[config.mk]
export PLATFORM = sky130hd
export DESIGN_NAME = piso_tx
export DESIGN_NICKNAME = d
export VERILOG_FILES = /design/src/rtl/piso_tx.sv
export SDC_FILE = /design/constraint.sdc
export NUM_CORES = 1
export LEC_CHECK = 0
export BUFFER_PORTS_ARGS = -buffer_cell sky130_fd_sc_hd__buf_2
export CORE_AREA = 10 10 47 49
export DETAILED_ROUTE_END_ITERATION = 10
export DIE_AREA = 0 0 57 59
export PLACE_DENSITY = 0.58
export SYNTH_ARGS = -nofsm -noshare
export SYNTH_HDL_FRONTEND = slang
export SYNTH_SLANG_ARGS = --single-unit
[constraint.sdc]
create_clock -name clk -period 1.3 [get_ports clk]
set_clock_uncertainty 0.05 [all_clocks]
set_input_delay 0.13 -clock clk [delete_from_list [all_inputs] [get_ports clk]]
set_output_delay 0.13 -clock clk [all_outputs]
set_load 0.02 [all_outputs]
[src/rtl/piso_tx.sv]
// Parallel-in serial-out transmitter: accepts a WIDTH-bit word via ready/ld and
// shifts it out one bit per enabled clock, with gapless back-to-back reloads.
module piso_tx #(
  parameter int WIDTH     = 4,
  parameter int MSB_FIRST = 1
) (
  input  logic             clk,
  input  logic             rst,
  input  logic             ld,
  input  logic [WIDTH-1:0] in,
  input  logic             en,
  output logic             ready,
  output logic             sout,
  output logic             sout_vld,
  output logic             sout_last
);

  localparam int CW = (WIDTH > 2) ? $clog2(WIDTH) : 1;

  typedef enum logic [0:0] {
    IDLE  = 1'b0,
    SHIFT = 1'b1
  } state_t;

  state_t           state_r, state_nx_s;
  logic [WIDTH-1:0] shreg_r, shreg_nx_s, shifted_s;
  logic [CW-1:0]    cnt_r, cnt_nx_s, cnt_inc_s;
  logic             sout_nx_s, vld_nx_s, last_nx_s;

  // Bit that goes on the wire first for a given register image.
  function automatic logic head_bit(input logic [WIDTH-1:0] w);
    if (MSB_FIRST != 0) begin
      return w[WIDTH-1];
    end else begin
      return w[0];
    end
  endfunction

  // Register image after the current head bit has retired.
  function automatic logic [WIDTH-1:0] shift_once(input logic [WIDTH-1:0] w);
    if (MSB_FIRST != 0) begin
      return {w[WIDTH-2:0], 1'b0};
    end else begin
      return {1'b0, w[WIDTH-1:1]};
    end
  endfunction

  // Ready covers both idle and the edge on which the last bit retires.
  always_comb begin
    ready = 1'b0;
    if (rst) begin
      ready = 1'b0;
    end else if (state_r == IDLE) begin
      ready = 1'b1;
    end else if (sout_last_and_en()) begin
      ready = 1'b1;
    end else begin
      ready = 1'b0;
    end
  end

  function automatic logic sout_last_and_en();
    return sout_last & en;
  endfunction

  assign shifted_s = shift_once(shreg_r);
  assign cnt_inc_s = cnt_r + CW'(1);

  // Next-state and next-output logic.
  always_comb begin
    state_nx_s = state_r;
    shreg_nx_s = shreg_r;
    cnt_nx_s   = cnt_r;
    sout_nx_s  = sout;
    vld_nx_s   = sout_vld;
    last_nx_s  = sout_last;
    if (ld && ready) begin
      state_nx_s = SHIFT;
      shreg_nx_s = in;
      cnt_nx_s   = CW'(0);
      sout_nx_s  = head_bit(in);
      vld_nx_s   = 1'b1;
      last_nx_s  = 1'b0;
    end else begin
      case (state_r)
        IDLE: begin
          state_nx_s = IDLE;
        end
        SHIFT: begin
          if (!en) begin
            state_nx_s = SHIFT;
          end else if (sout_last) begin
            state_nx_s = IDLE;
            sout_nx_s  = 1'b0;
            vld_nx_s   = 1'b0;
            last_nx_s  = 1'b0;
          end else begin
            shreg_nx_s = shifted_s;
            cnt_nx_s   = cnt_inc_s;
            sout_nx_s  = head_bit(shifted_s);
            last_nx_s  = (cnt_inc_s == CW'(WIDTH - 1));
          end
        end
        default: begin
          state_nx_s = IDLE;
          sout_nx_s  = 1'b0;
          vld_nx_s   = 1'b0;
          last_nx_s  = 1'b0;
        end
      endcase
    end
  end

  // State and output registers; reset wins over any load or shift.
  always_ff @(posedge clk) begin
    if (rst) begin
      state_r   <= IDLE;
      shreg_r   <= '0;
      cnt_r     <= CW'(0);
      sout      <= 1'b0;
      sout_vld  <= 1'b0;
      sout_last <= 1'b0;
    end else begin
      state_r   <= state_nx_s;
      shreg_r   <= shreg_nx_s;
      cnt_r     <= cnt_nx_s;
      sout      <= sout_nx_s;
      sout_vld  <= vld_nx_s;
      sout_last <= last_nx_s;
    end
  end

endmodule

# After elaboration in Yosys (flattened, before gate mapping)
# Cells that the tools add are included.
# totals
reg_bits	9
in_bits	8
output_inout_bits	4
wordCells	42
# op_classes
add_sub_neg	1
eq_ne	2
muxes	20
n_bitwise	3
reduce_logical	10
# op_table
operator	n
1-bit 2-to-1 mux	15
3-bit 2-to-1 mux	4
3-bit AND reduction	3
2-bit nonzero test	3
2-bit AND reduction	2
2-bit by 1-bit adder with 2-bit output, second input constant	1
2-bit equality test, second input constant	1
2-bit by 1-bit inequality test with 1-bit output, second input constant	1
1-bit NOT	2
1-bit one-hot mux with 2 select lines	1
2-bit OR reduction	1
1-bit AND	1
1-bit logical AND	1

# Depth between registers and ports, before layout
# Gate-level depths: netlist of run 1.
# logic_depth
depth_word	7
depth_mapped	4
ltp_nobuf	4

# Worst setup path after synthesis of run 1
# Ideal clock, no wire load.
# synth_path
path_kind	register -> register
from	register sout_last
to	register cnt_r[1]
setup_time_ps	100
arrival_ps	1159
path_slack_ps	-8
stages_incl_launch_ff	4
synth_period_minus_slack_ps	1308
cell_sequence	dfxtp_1 > and3b_1 > buf_6 > a2111oi_4
# synth_between
elab_chain_cells	6
# synth_rtl
item	line_no	source
from (decl)	15	output logic sout_last
from (signal assigned)	129	sout_last <= last_nx_s;
1-bit AND	63	return sout_last & en;
1-bit 2-to-1 mux	55	end else if (sout_last_and_en()) begin
1-bit 2-to-1 mux	53	end else if (state_r == IDLE) begin
1-bit 2-to-1 mux	51	if (rst) begin
1-bit logical AND	77	if (ld && ready) begin
2-bit OR reduction (no line)	-	
to (signal assigned)	126	cnt_r <= cnt_nx_s;
to (decl)	27	logic [CW-1:0] cnt_r, cnt_nx_s, cnt_inc_s;
# Several ways; a longest one is shown, not always the timed one.
# A chain may end at the register's enable or synchronous reset.

# Worst setup path after layout of run 1
# layout_path
from	register state_r
to	register sout
# layout_between
elab_chain_cells	5
# layout_rtl
item	line_no	source
from (decl)	25	state_t state_r, state_nx_s;
from (signal assigned)	124	state_r <= state_nx_s;
1-bit 2-to-1 mux	53	
1-bit 2-to-1 mux	51	
1-bit logical AND	77	
2-bit nonzero test (no line)	-	
2-bit AND reduction (no line)	-	
to (signal assigned)	127	sout <= sout_nx_s;
to (decl)	13	output logic sout,
# Several ways; a longest one is shown, not always the timed one.

==> results of run 1 <==
==> cells in the final DEF, fill, tap and decap left out, drive strengths merged <==
master	instances
a21bo	1
xnor2	1
and3b	1
a21boi	1
nand4b	1
a311oi	3
nand2b	2
a21oi	3
nor2	5
inv	1
o211ai	1
ha	1
clkbuf	4
nor2b	1
nand3	2
nand3b	1
nor3b	1
nor3	5
buf	15
nand2	8
a2111oi	1
dfxtp	9
==> power by group through the flow <==
stage	Combinational (mW)	Sequential [mW]	Clock, mW
2_1_floorplan	0.0669	0.313	0
3_3_place_gp	0.114	0.308	0
3_5_place_dp	0.115	0.308	0
4_1_cts	0.119	0.303	0.225
5_1_grt	0.130	0.303	0.234
6_report	0.119	0.301	0.222
==> worst register-to-register path: cells and delay by family, from the launching register on <==
kind / cells / cell delay (ns)
AO/OA/AOI/OAI: 2 / 0.44
buffers and inverters: 2 / 0.25
flip-flops: 1 / 0.36
AND/OR/NAND/NOR: 1 / 0.05
==> cell families (layout without fill, tap and decap cells) <==
family                     count (synthesis)  after routing  share of synthesized area [%]
DFF                                        9              9                           39.6
xor gates and xnor gates                   1              1                           1.92
and+or+nand+nor                           27             27                           30.2
adders and majority gates                  1              1                           2.75
AOI/OAI and AO/OA                         10             10                           21.4
buffers and inverters                      3             20                           4.12
==> metal layers <==
metal	share of wire (%)	track usage (%)	vias up
met5	0	0	-
met4	0.81	4.03	0
met3	4.2	2.79	2
met2	45	10.5	12
met1	50	7.78	197
li1	-	-	216
==> final timing paths <==
check / from / endpoint / slack, ns / depth (start not counted)
setup reg to reg: state_r / sout / 0.07 / 5
setup / recovery: state_r / sout / 0.07 / 5
hold / removal: rst / state_r / 0.05 / 2
hold reg to reg: sout / sout / 0.43 / 2
==> metrics by stage <==
stage | std cells | setup TNS (ns)
floorplan | 51 | 0
global placement | 80 | 0
global route | 84 | 0
CTS | 84 | -0.00502
detailed placement | 80 | 0
finish | 84 | 0
==> cell type report <==
type	instances	share of cell area (%)
Multi-Input combinational cell	39	45.1
Inverter	1	0.638
Tap cell	16	3.40
Timing Repair Buffer	15	14.9
Clock buffer	4	4.47
Sequential cell	9	31.5
==> what timing repair did <==
action	in CTS	in global routing
resized for setup	3	2
setup endpoints to repair	2	1
buffers inserted	0	1
==> registers in the layout (all words and copies together), names as in the netlist <==
name       cells
sout           1
shreg_r        3
sout_vld       1
state_r        1
sout_last      1
cnt_r          2
==> results.md, run 1 <==
- Status: complete, no violations
- Share of layout cells above drive strength 1: ~37%
- Syn_area_per_cell: 8.93 µm²
- Layout overhead on the synthesized area: 29.1%
- Num rows: 14
- Synth cell types: 23
- DR WL/cell: around 13 µm
- Final Core Density: a little over two fifths
- Buffers on Ports: 11
- CP Capture Type: flip-flop
- Most frequent CP cell: buf_4
- Post-CTS Hold Buffers: 0
- Kind of critical path: reg -> reg
- Min-delay worst type: in -> reg
- Vias in the first global route: around 420
- NetSw: 0.178 mW
- Seq pwr share: between 40% and 50%
- Worst skew pair latency: 0.26 ns
- Post-route cell area: 588 µm²
- Top Family by Delay on Critical Path: compound AO/OA/AOI/OAI gates
- Hold Vio Cnt, Final: 0
- IO Pins: 12
- Clk sinks: 9
- Final Total Pwr: between 0.6 and 0.7 mW
- Min Hold Slack: 0.0471 ns
- CP Data Arrival Time: between 1 and 1.5 ns
- Leak: between 0.2 and 0.25 nW
- Chip Height: approximately 59 µm
- Setup-failing EPs final: 0
- Fillers: 150
- Final Slew Violations: 0
- Pwr Density: between 1000 and 1500 nW/µm²
- Sw frac: ~28%
- Gp weighted congestion: 0.734
- Ys Warns: 0
- Multi-input combinational cell area: 265 µm²
- DR iter-0 viols: 6
- Final ANT Viol Nets: 0
- Die area: 3360 µm²
- VDD IR max: between 500 and 600 µV
- Clk network pwr share: 34.6%
- Die width: 57 µm
- Register area: around 190 µm²
- Crit path buf inv count: 2
- Placed Area: around 550 µm²
- Dpl ws: between 0.01 and 0.015 ns
- Crit Path Max Fanout: 5
- Core area: between 1000 and 1500 µm²
- Post-synth EDFFs: 0
- Predominant post-synthesis flop cell: dfxtp_1
- Final period util: between 90% and 100%
- Ys async rst share: 0%
- Max Fclk: between 0.8 and 0.9 GHz
- Cell taking the most area after synthesis: dfxtp_1
- Post-route DRC violation count: 0
- Total track usage: slightly below 7%
- Most common cell in the synthesized netlist: dfxtp_1
- Minimum clock period: approximately 1.2 ns
- Synth area leaders: dfxtp_1 (40%), nand2_1 (6.6%), a2111oi_4 (6.0%)
- Maximum clock insertion buffer count: 2
- Clk slew on worst S/H paths: ~0.060 ns
- Root Driver: clkbuf_4
- H-Tree Depth: 1
- P_int: 0.464 mW
- Rel. slew slack: between 80% and 90%
- Seq cells post-synth: 9
- Sequential area share after synthesis: approximately 40%
- Slowest stage delay, CP: ~0.36 ns
- Least-Margin Pin Slew: 0.250 ns
- First-pass GRT wire length: about 1800 µm
- Post-synth top cells: dfxtp_1 (9), nand2_1 (8), nor3_1 (5), nor2_1 (4)
- RSZ-0062 raised after global routing: no
- Post-synth top area share: between 30 and 40%
- Mapped Nets: 60
- CTS tree: built
- Layout Nets: between 70 and 80
- Required time of the worst setup path: around 1.4 ns
- Grt ovf: 0
- Drt pass-1 iters: 3
- Slowest CP cell: dfxtp_2
- Cts bufs inserted: 3
- Via/cell ratio: 5.08
- Worst setup slack after layout: around 0.067 ns
- Comb pwr share: between 10% and 20%
- Hpwl dp: 857 µm
- Largest net degree at the start of global routing: 9
- Number of max-cap violations: 0
- Initial antenna violation count: 0
- Area of the mapped netlist: 455 µm²
- Critical Path Start Type: flip-flop
- # diodes: 0
- Crit path cell chain: a21boi_4 -> buf_4 -> buf_4 -> nor3_1 -> a311oi_1
- DR vias: 427
- Initial Util: approximately a third
- Final wirelength: 1110 µm
- Synth Instances: approximately 50
Note: power is estimated with default switching activity, not from simulation.
==> inputs of run 2 (changes only) <==
CORE_AREA = 10 10 50 52   (was 10 10 47 49)
DIE_AREA = 0 0 60 62   (was 0 0 57 59)
PLACE_DENSITY = 0.51   (was 0.58)
TNS_END_PERCENT = 30   (was default)
==> run 2 against run 1 <==
Net effect: maximum frequency down 3.4%; count of clock-buffer cells in the layout unchanged; combinational power about the same; largest cell class unchanged; global-route usage down 0.10 points; non-clock buffer count unchanged; first-iteration DRC count down 33%.
==> results.md, run 2 (synthesis results as in run 1) <==
- Status: complete, no violations
- Comb pwr share: 18.5% (about the same)
- Crit path cell chain: a21boi_4 -> nor2_1 -> buf_4
- Max reg flops: 3 (unchanged)
- VDD IR max: 546 µV (+0.94%)
- Seq pwr share: 47.5% (+0.6 points)
- Layout overhead on the synthesized area: 29.4%
- Buffers on Ports: 11 (unchanged)
- NetSw: 0.172 mW (-3.3%)
- Min Hold Slack: 0.0715 ns (+0.0245 ns)
- Clk sinks: 9 (unchanged)
- Biggest regs: shreg_r: 3 flops, cnt_r: 2 flops
- Final Slew Violations: 0 (unchanged)
- Grt ovf: 0 (unchanged)
- Final Total Pwr: 0.638 mW (-0.70%)
- IO Pins: 12 (unchanged)
- Max Fclk: 0.784 GHz (-3.4%)
- Setup TNS: 0 ns (unchanged)
- Minimum clock period: 1.28 ns (+0.0431 ns)
- Placed Area: 541 µm² (-1.1%)
- Die area: 3720 µm² (+11%)
- Layout Nets: 78 (unchanged)
- Share of layout cells above drive strength 1: 35.3% (-1.5 points)
- Required time of the worst setup path: 1.12 ns (-0.30 ns)
- Worst setup slack after layout: 0.0242 ns (-0.0431 ns)
- Cells after DPL: 80 (unchanged)
- Number of max-cap violations: 0 (unchanged)
- Crit path from: state_r
- H-Tree Depth: 1 (unchanged)
- First-pass GRT wire length: 1810 µm (+0.39%)
- CTS tree: built
- Min-delay worst type: in -> reg
- Crit Path Max Fanout: 7 (+2)
- Drt pass-1 iters: 4 (+1)
- Initial Util: 28.2% (-4.3 points)
- DR WL/cell: 12.9 µm (-2.1%)
- Number of cells in the finished layout apart from fillers: 85 (+1.2%)
- Post-route DRC violation count: 0 (unchanged)
- Cts bufs inserted: 3 (unchanged)
- Pwr Density: 1080 nW/µm² (-0.91%)
- Die width: 60 µm (+5.3%)
- Final wirelength: 1100 µm (-0.90%)
- Fillers: 170 (+13%)
- HP Start: in[0]
- Least-Margin Pin Slew: 0.244 ns (-0.00613 ns)
- Sw frac: 27.0% (-0.71 points)
- Num rows: 15 (+1)
- DR iter-0 viols: 4 (-2)
- Hold Vio Cnt, Final: 0 (unchanged)
- Slowest stage delay, CP: 0.34 ns (-0.02 ns)
- Leak: 0.228 nW (-0.50%)
- CP Data Arrival Time: 1.10 ns (-0.26 ns)
- Largest net degree at the start of global routing: 10 (+1)
- Kind of critical path: reg -> out
- Gp weighted congestion: 0.684 (-6.7%)
- Critical Path Start Type: flip-flop
- Vias in the first global route: 423 (+0.48%)
- Root Driver: clkbuf_4
- DR vias: 414 (-3.0%)
- Hpwl dp: 855 µm (-0.29%)
- Via/cell ratio: 4.87 (-4.2%)
- R2r startpoint: state_r
- Post-route cell area: 589 µm² (+0.21%)
- Dpl ws: 0.0305 ns (+0.0161 ns)
- Total track usage: 6.75% (-0.10 points)
- Rel. slew slack: 83.7% (+0.41 points)
- RSZ-0062 raised after global routing: yes
- Initial antenna violation count: 0 (unchanged)
- Highest-count cells in the layout ignoring fill and taps: buf_2 (10), nand2_1 (8), dfxtp_1 (7)
- Slowest CP cell: dfxtp_2
- Maximum clock insertion buffer count: 2 (unchanged)
- P_int: 0.466 mW (+0.28%)
- Setup-failing EPs final: 0 (unchanged)
- Final Core Density: 36.5% (-5.5 points)
- Clk network pwr share: 34.0% (-0.6 points)
- # diodes: 0 (unchanged)
- Most common cell after layout, fill and taps aside: buf_2
- Top reg by flops: shreg_r
- Chip Height: 62 µm (+5.1%)
- Final period util: 98.1% (+3.3 points)
- Worst skew pair latency: 0.26 ns (about the same)
- CP Capture Type: output port
- Final ANT Viol Nets: 0 (unchanged)
- Core area: 1610 µm² (+15%)
- Clk slew on worst S/H paths: 0.06 ns (about the same)
## run 2: cell count changes in the layout (fill, tap and decap cells not counted), sizes merged
cell,change
buf,-1
dlygate4sd3,+1
## run 2: per-layer routing
layer / vias up / track usage [%] / routed length (µm)
met3: 4 / 4.47 / 91
met4: 0 / 4.17 / 21
met2: 13 / 9.12 / 430
met5: - / 0 / 0
li1: 219 / - / -
met1: 178 / 7.60 / 554
## run 2: power groups by stage
| stage | sequential, mW | combinational, mW | clock (mW) |
|---|---|---|---|
| after global routing | 0.304 | 0.131 | 0.248 |
| final | 0.303 | 0.118 | 0.217 |
| after CTS | 0.302 | 0.119 | 0.228 |
| after detailed placement | 0.309 | 0.111 | 0 |
| after global placement | 0.309 | 0.111 | 0 |
| after floorplan | 0.313 | 0.0669 | 0 |
## run 2: worst max-delay path, delay by kind of cell (launching register included)
family | cells | cell delay (ns)
flip-flops | 1 | 0.34
AND/OR/NAND/NOR | 1 | 0.07
buffers and inverters | 1 | 0.16
AO/OA/AOI/OAI | 1 | 0.27
## run 2: final cells by class
class | count | area [µm²] | share of cell area, %
Tap cell | 17 | 21.3 | 3.61
Timing Repair Buffer | 15 | 90.1 | 15.3
Clock buffer | 4 | 26.3 | 4.46
Sequential cell | 9 | 183 | 31.0
Inverter | 1 | 3.75 | 0.637
Multi-Input combinational cell | 39 | 265 | 45.0
## run 2: timing repair
action | CTS | global route
buffers inserted | 1 | 0
resized for setup | 3 | 1
hold buffers | 1 | 0
setup endpoints to repair | 1 | 5
endpoints found under the hold margin | 1 | 0
## run 2: path summary, 6_finish.rpt
| path | slack, ns | cells past startpoint | to |
|---|---|---|---|
| setup / recovery | 0.02 | 3 | ready |
| hold reg to reg | 0.43 | 2 | sout |
| hold / removal | 0.07 | 3 | shreg_r[0] |
| setup reg to reg | 0.05 | 5 | sout |
==> inputs of run 3 (changes only) <==
ABC_AREA = 1   (was default)
CORE_AREA = 10 10 49 51   (was 10 10 50 52)
DIE_AREA = 0 0 59 61   (was 0 0 60 62)
TNS_END_PERCENT = 50   (was 30)
clock period = 1.4 ns   (was 1.3 ns; I/O delays follow)
==> run 3 against run 2 <==
Net effect: global-route usage decreased by 0.60 points; final cell count increased by 4.7%; largest cell class unchanged; utilization decreased by 0.88 points; setup slack improved by 0.14 ns; count of clock-buffer cells in the layout unchanged; register-to-register slack improved by 0.16 ns; combinational power decreased by 31%; critical endpoint unchanged; non-clock buffer count decreased by 4; first-iteration DRC count increased by 25%; sequential cell count unchanged.
==> results.md, run 3 <==
- Worst skew pair latency: 0.25 ns (about the same)
- Post-synth top cells: nand2_1 (14), dfxtp_1 (9), a21oi_1 (6), inv_1 (6), nand3_1 (5)
- Status: complete, no violations
- Max reg flops: 3 (unchanged)
- Min Hold Slack: 0.0518 ns (-0.0198 ns)
- HP Start: in[3]
- Seq pwr share: 49.8% (+2.3 points)
- Die width: 59 µm (-1.7%)
- DR WL/cell: 10.9 µm (-15%)
- R2R setup slack: 0.21 ns (+0.16 ns)
- Seq cells post-synth: 9 (unchanged)
- Final ANT Viol Nets: 0 (unchanged)
- Post-route cell area: 524 µm² (-11%)
- Mapped Nets: 68 (+13%)
- Grt ovf: 0 (unchanged)
- Min-delay worst type: in -> reg
- Largest family of logic cells by synthesized area: simple AND/OR/NAND/NOR gates
- DR vias: 410 (-0.97%)
- CP Capture Type: output port
- XOR/XNOR share of the synthesized area: 0% (-1.9 points)
- Vias in the first global route: 384 (-9.2%)
- Initial antenna violation count: 0 (unchanged)
- Adder-cell share of the synthesized area: 2.93% (+0.19 points)
- Total track usage: 6.14% (-0.60 points)
- Setup TNS: 0 ns (unchanged)
- Sw frac: 26.5% (-0.52 points)
- Critical Path Start Type: flip-flop
- Biggest regs: shreg_r: 3 flops, cnt_r: 2 flops
- Largest net degree at the start of global routing: 10 (unchanged)
- Hold Path End: sout
- Synth cell types: 16 (-30%)
- R2r startpoint: state_r
- H-Tree Depth: 1 (unchanged)
- First-pass GRT wire length: 1670 µm (-7.6%)
- # diodes: 0 (unchanged)
- Clk sinks: 9 (unchanged)
- Clk slew on worst S/H paths: 0.06 ns (about the same)
- Final period util: between 80% and 90%
- Area of the mapped netlist: 427 µm² (-6.3%)
- Most common cell after layout, fill and taps aside: nand2_1
- Simple-gate share of the synthesized area: 33.1% (+2.9 points)
- Share of layout cells above drive strength 1: 28.8% (-6.5 points)
- Post-cts gate resize count: 0 (-3)
- Chip Height: 61 µm (-1.6%)
- Root Driver: clkbuf_4
- Mux cell area share after synthesis: 0% (unchanged)
- Post-CTS Hold Buffers: 0 (-1)
- Core area: 1470 µm² (-8.8%)
- Rel. slew slack: 81.7% (-2.0 points)
- Final wirelength: 972 µm (-11%)
- Max Fclk: a little over 0.8 GHz
- CTS tree: built
- Die area: 3600 µm² (-3.3%)
- Comb pwr share: 14.5% (-4.0 points)
- Initial Util: 29.0% (+0.78 points)
- Final Slew Violations: 0 (unchanged)
- Most common cell in the synthesized netlist: nand2_1
- Number of max-cap violations: 0 (unchanged)
- Predominant post-synthesis flop cell: dfxtp_1
- IO Pins: 12 (unchanged)
- NetSw: 0.147 mW (-14%)
- CP Data Arrival Time: 1.04 ns (-0.06 ns)
- Sequential area share after synthesis: 42.2% (+2.7 points)
- RSZ-0062 raised after global routing: no
- Drt pass-1 iters: 4 (unchanged)
- RR Endpoint: cnt_r[1]
- Hold Vio Cnt, Final: 0 (unchanged)
- P_int: 0.409 mW (-12%)
- Placed Area: 497 µm² (-8.1%)
- Post-synth EDFFs: 0 (unchanged)
- Minimum clock period: about 1.2 ns
- Cell taking the most area after synthesis: dfxtp_1
- Setup-failing EPs final: 0 (unchanged)
- Worst-case reg-to-reg path depth: 7 (+2)
- Maximum clock insertion buffer count: 2 (unchanged)
- VDD IR max: 278 µV (-49%)
- Ys Warns: 0 (unchanged)
- Synth Instances: 59 (+16%)
- Leak: 0.248 nW (+8.9%)
- Post-route DRC violation count: 0 (unchanged)
- Compound-gate portion of the synthesized area: 13.5% (-7.9 points)
- Cts bufs inserted: 3 (unchanged)
- Layout Nets: 83 (+6.4%)
- Synth area leaders: dfxtp_1 (42%), nand2_1 (12%), a21oi_1 (7.0%)
- Clk network pwr share: 35.7% (+1.7 points)
- Post-synth top area share: 42.2% (+2.7 points)
- Ys async rst share: 0% (unchanged)
- DR iter-0 viols: 5 (+1)
- Pwr Density: 1060 nW/µm² (-1.8%)
- Gp weighted congestion: 0.710 (+3.8%)
- Setup Buffers After CTS: 0 (-1)
- Highest-count cells in the layout ignoring fill and taps: nand2_1 (14), buf_2 (11), dfxtp_1 (8)
- Hold depth: 3 (unchanged)
- Crit Path Max Fanout: 5 (-2)
- Least-Margin Pin Slew: 0.274 ns (+0.0307 ns)
- Kind of critical path: reg -> out
- Buffers on Ports: 11 (unchanged)
- Num rows: 14 (-1)
- Syn_area_per_cell: 7.23 µm² (-19%)
- Top reg by flops: shreg_r
- Via/cell ratio: 4.61 (-5.4%)
- Layout overhead on the synthesized area: 22.9%
- Required time of the worst setup path: 1.21 ns (+0.09 ns)
-- run 3: through the flow --
| step | power [mW] | utilization, % | worst slack (ns) | std cells |
|---|---|---|---|---|
| after floorplan | 0.336 | - | 0.00917 | 59 |
| after global placement | 0.366 | 33.8 | 0.212 | 85 |
| after detailed placement | 0.365 | 33.8 | 0.196 | 85 |
| after CTS | 0.570 | 35.5 | 0.0966 | 89 |
| after global routing | 0.590 | 35.6 | 0.0465 | 89 |
| final | 0.557 | 35.6 | 0.165 | 89 |
-- run 3: area by class of cell --
cell class / instances / area [µm²]
Fill cell: 165 / 947
Multi-Input combinational cell: 41 / 211
Sequential cell: 9 / 181
Timing Repair Buffer: 11 / 55.1
Inverter: 8 / 30.0
Clock buffer: 4 / 26.3
Tap cell: 16 / 20.0
-- run 3: power groups by stage --
stage | Combinational (mW) | Sequential [mW] | Clock (mW)
floorplan | 0.0472 | 0.289 | 0
global placement | 0.0831 | 0.283 | 0
detailed placement | 0.0818 | 0.283 | 0
CTS | 0.0821 | 0.277 | 0.211
global route | 0.0936 | 0.278 | 0.218
finish | 0.0810 | 0.277 | 0.199
-- run 3: worst max path at each step --
stage | start | to | cells after the start | slack (ns)
floorplan | sout_last | shreg_r[0] | 4 | 0.009
global placement | state_r | cnt_r[1] | 7 | 0.21
detailed placement | state_r | cnt_r[1] | 7 | 0.20
CTS | sout_last | ready | 3 | 0.1
global route | sout_last | ready | 3 | 0.05
finish | sout_last | ready | 3 | 0.17
-- run 3: layer usage --
layer | track usage, % | share of wire (%)
met2 | 7.96 | 42
met1 | 7.24 | 47
met3 | 2.09 | 7.6
met5 | 0 | 0
met4 | 6.89 | 2.8
-- run 3: cell families (layout without fill, tap and decap cells) --
logic type                 count (synthesis)  in the layout
AOI/OAI and AO/OA                         11             11
buffers and inverters                      9             23
adders and majority gates                  1              1
and+or+nand+nor                           29             29
DFF                                        9              9
-- run 3: worst max-delay path, stage by stage, from the launching register on --
cell and delay [ns]:
dfxtp_2 0.36, nand2_1 0.08, a21oi_1 0.16, buf_2 0.19
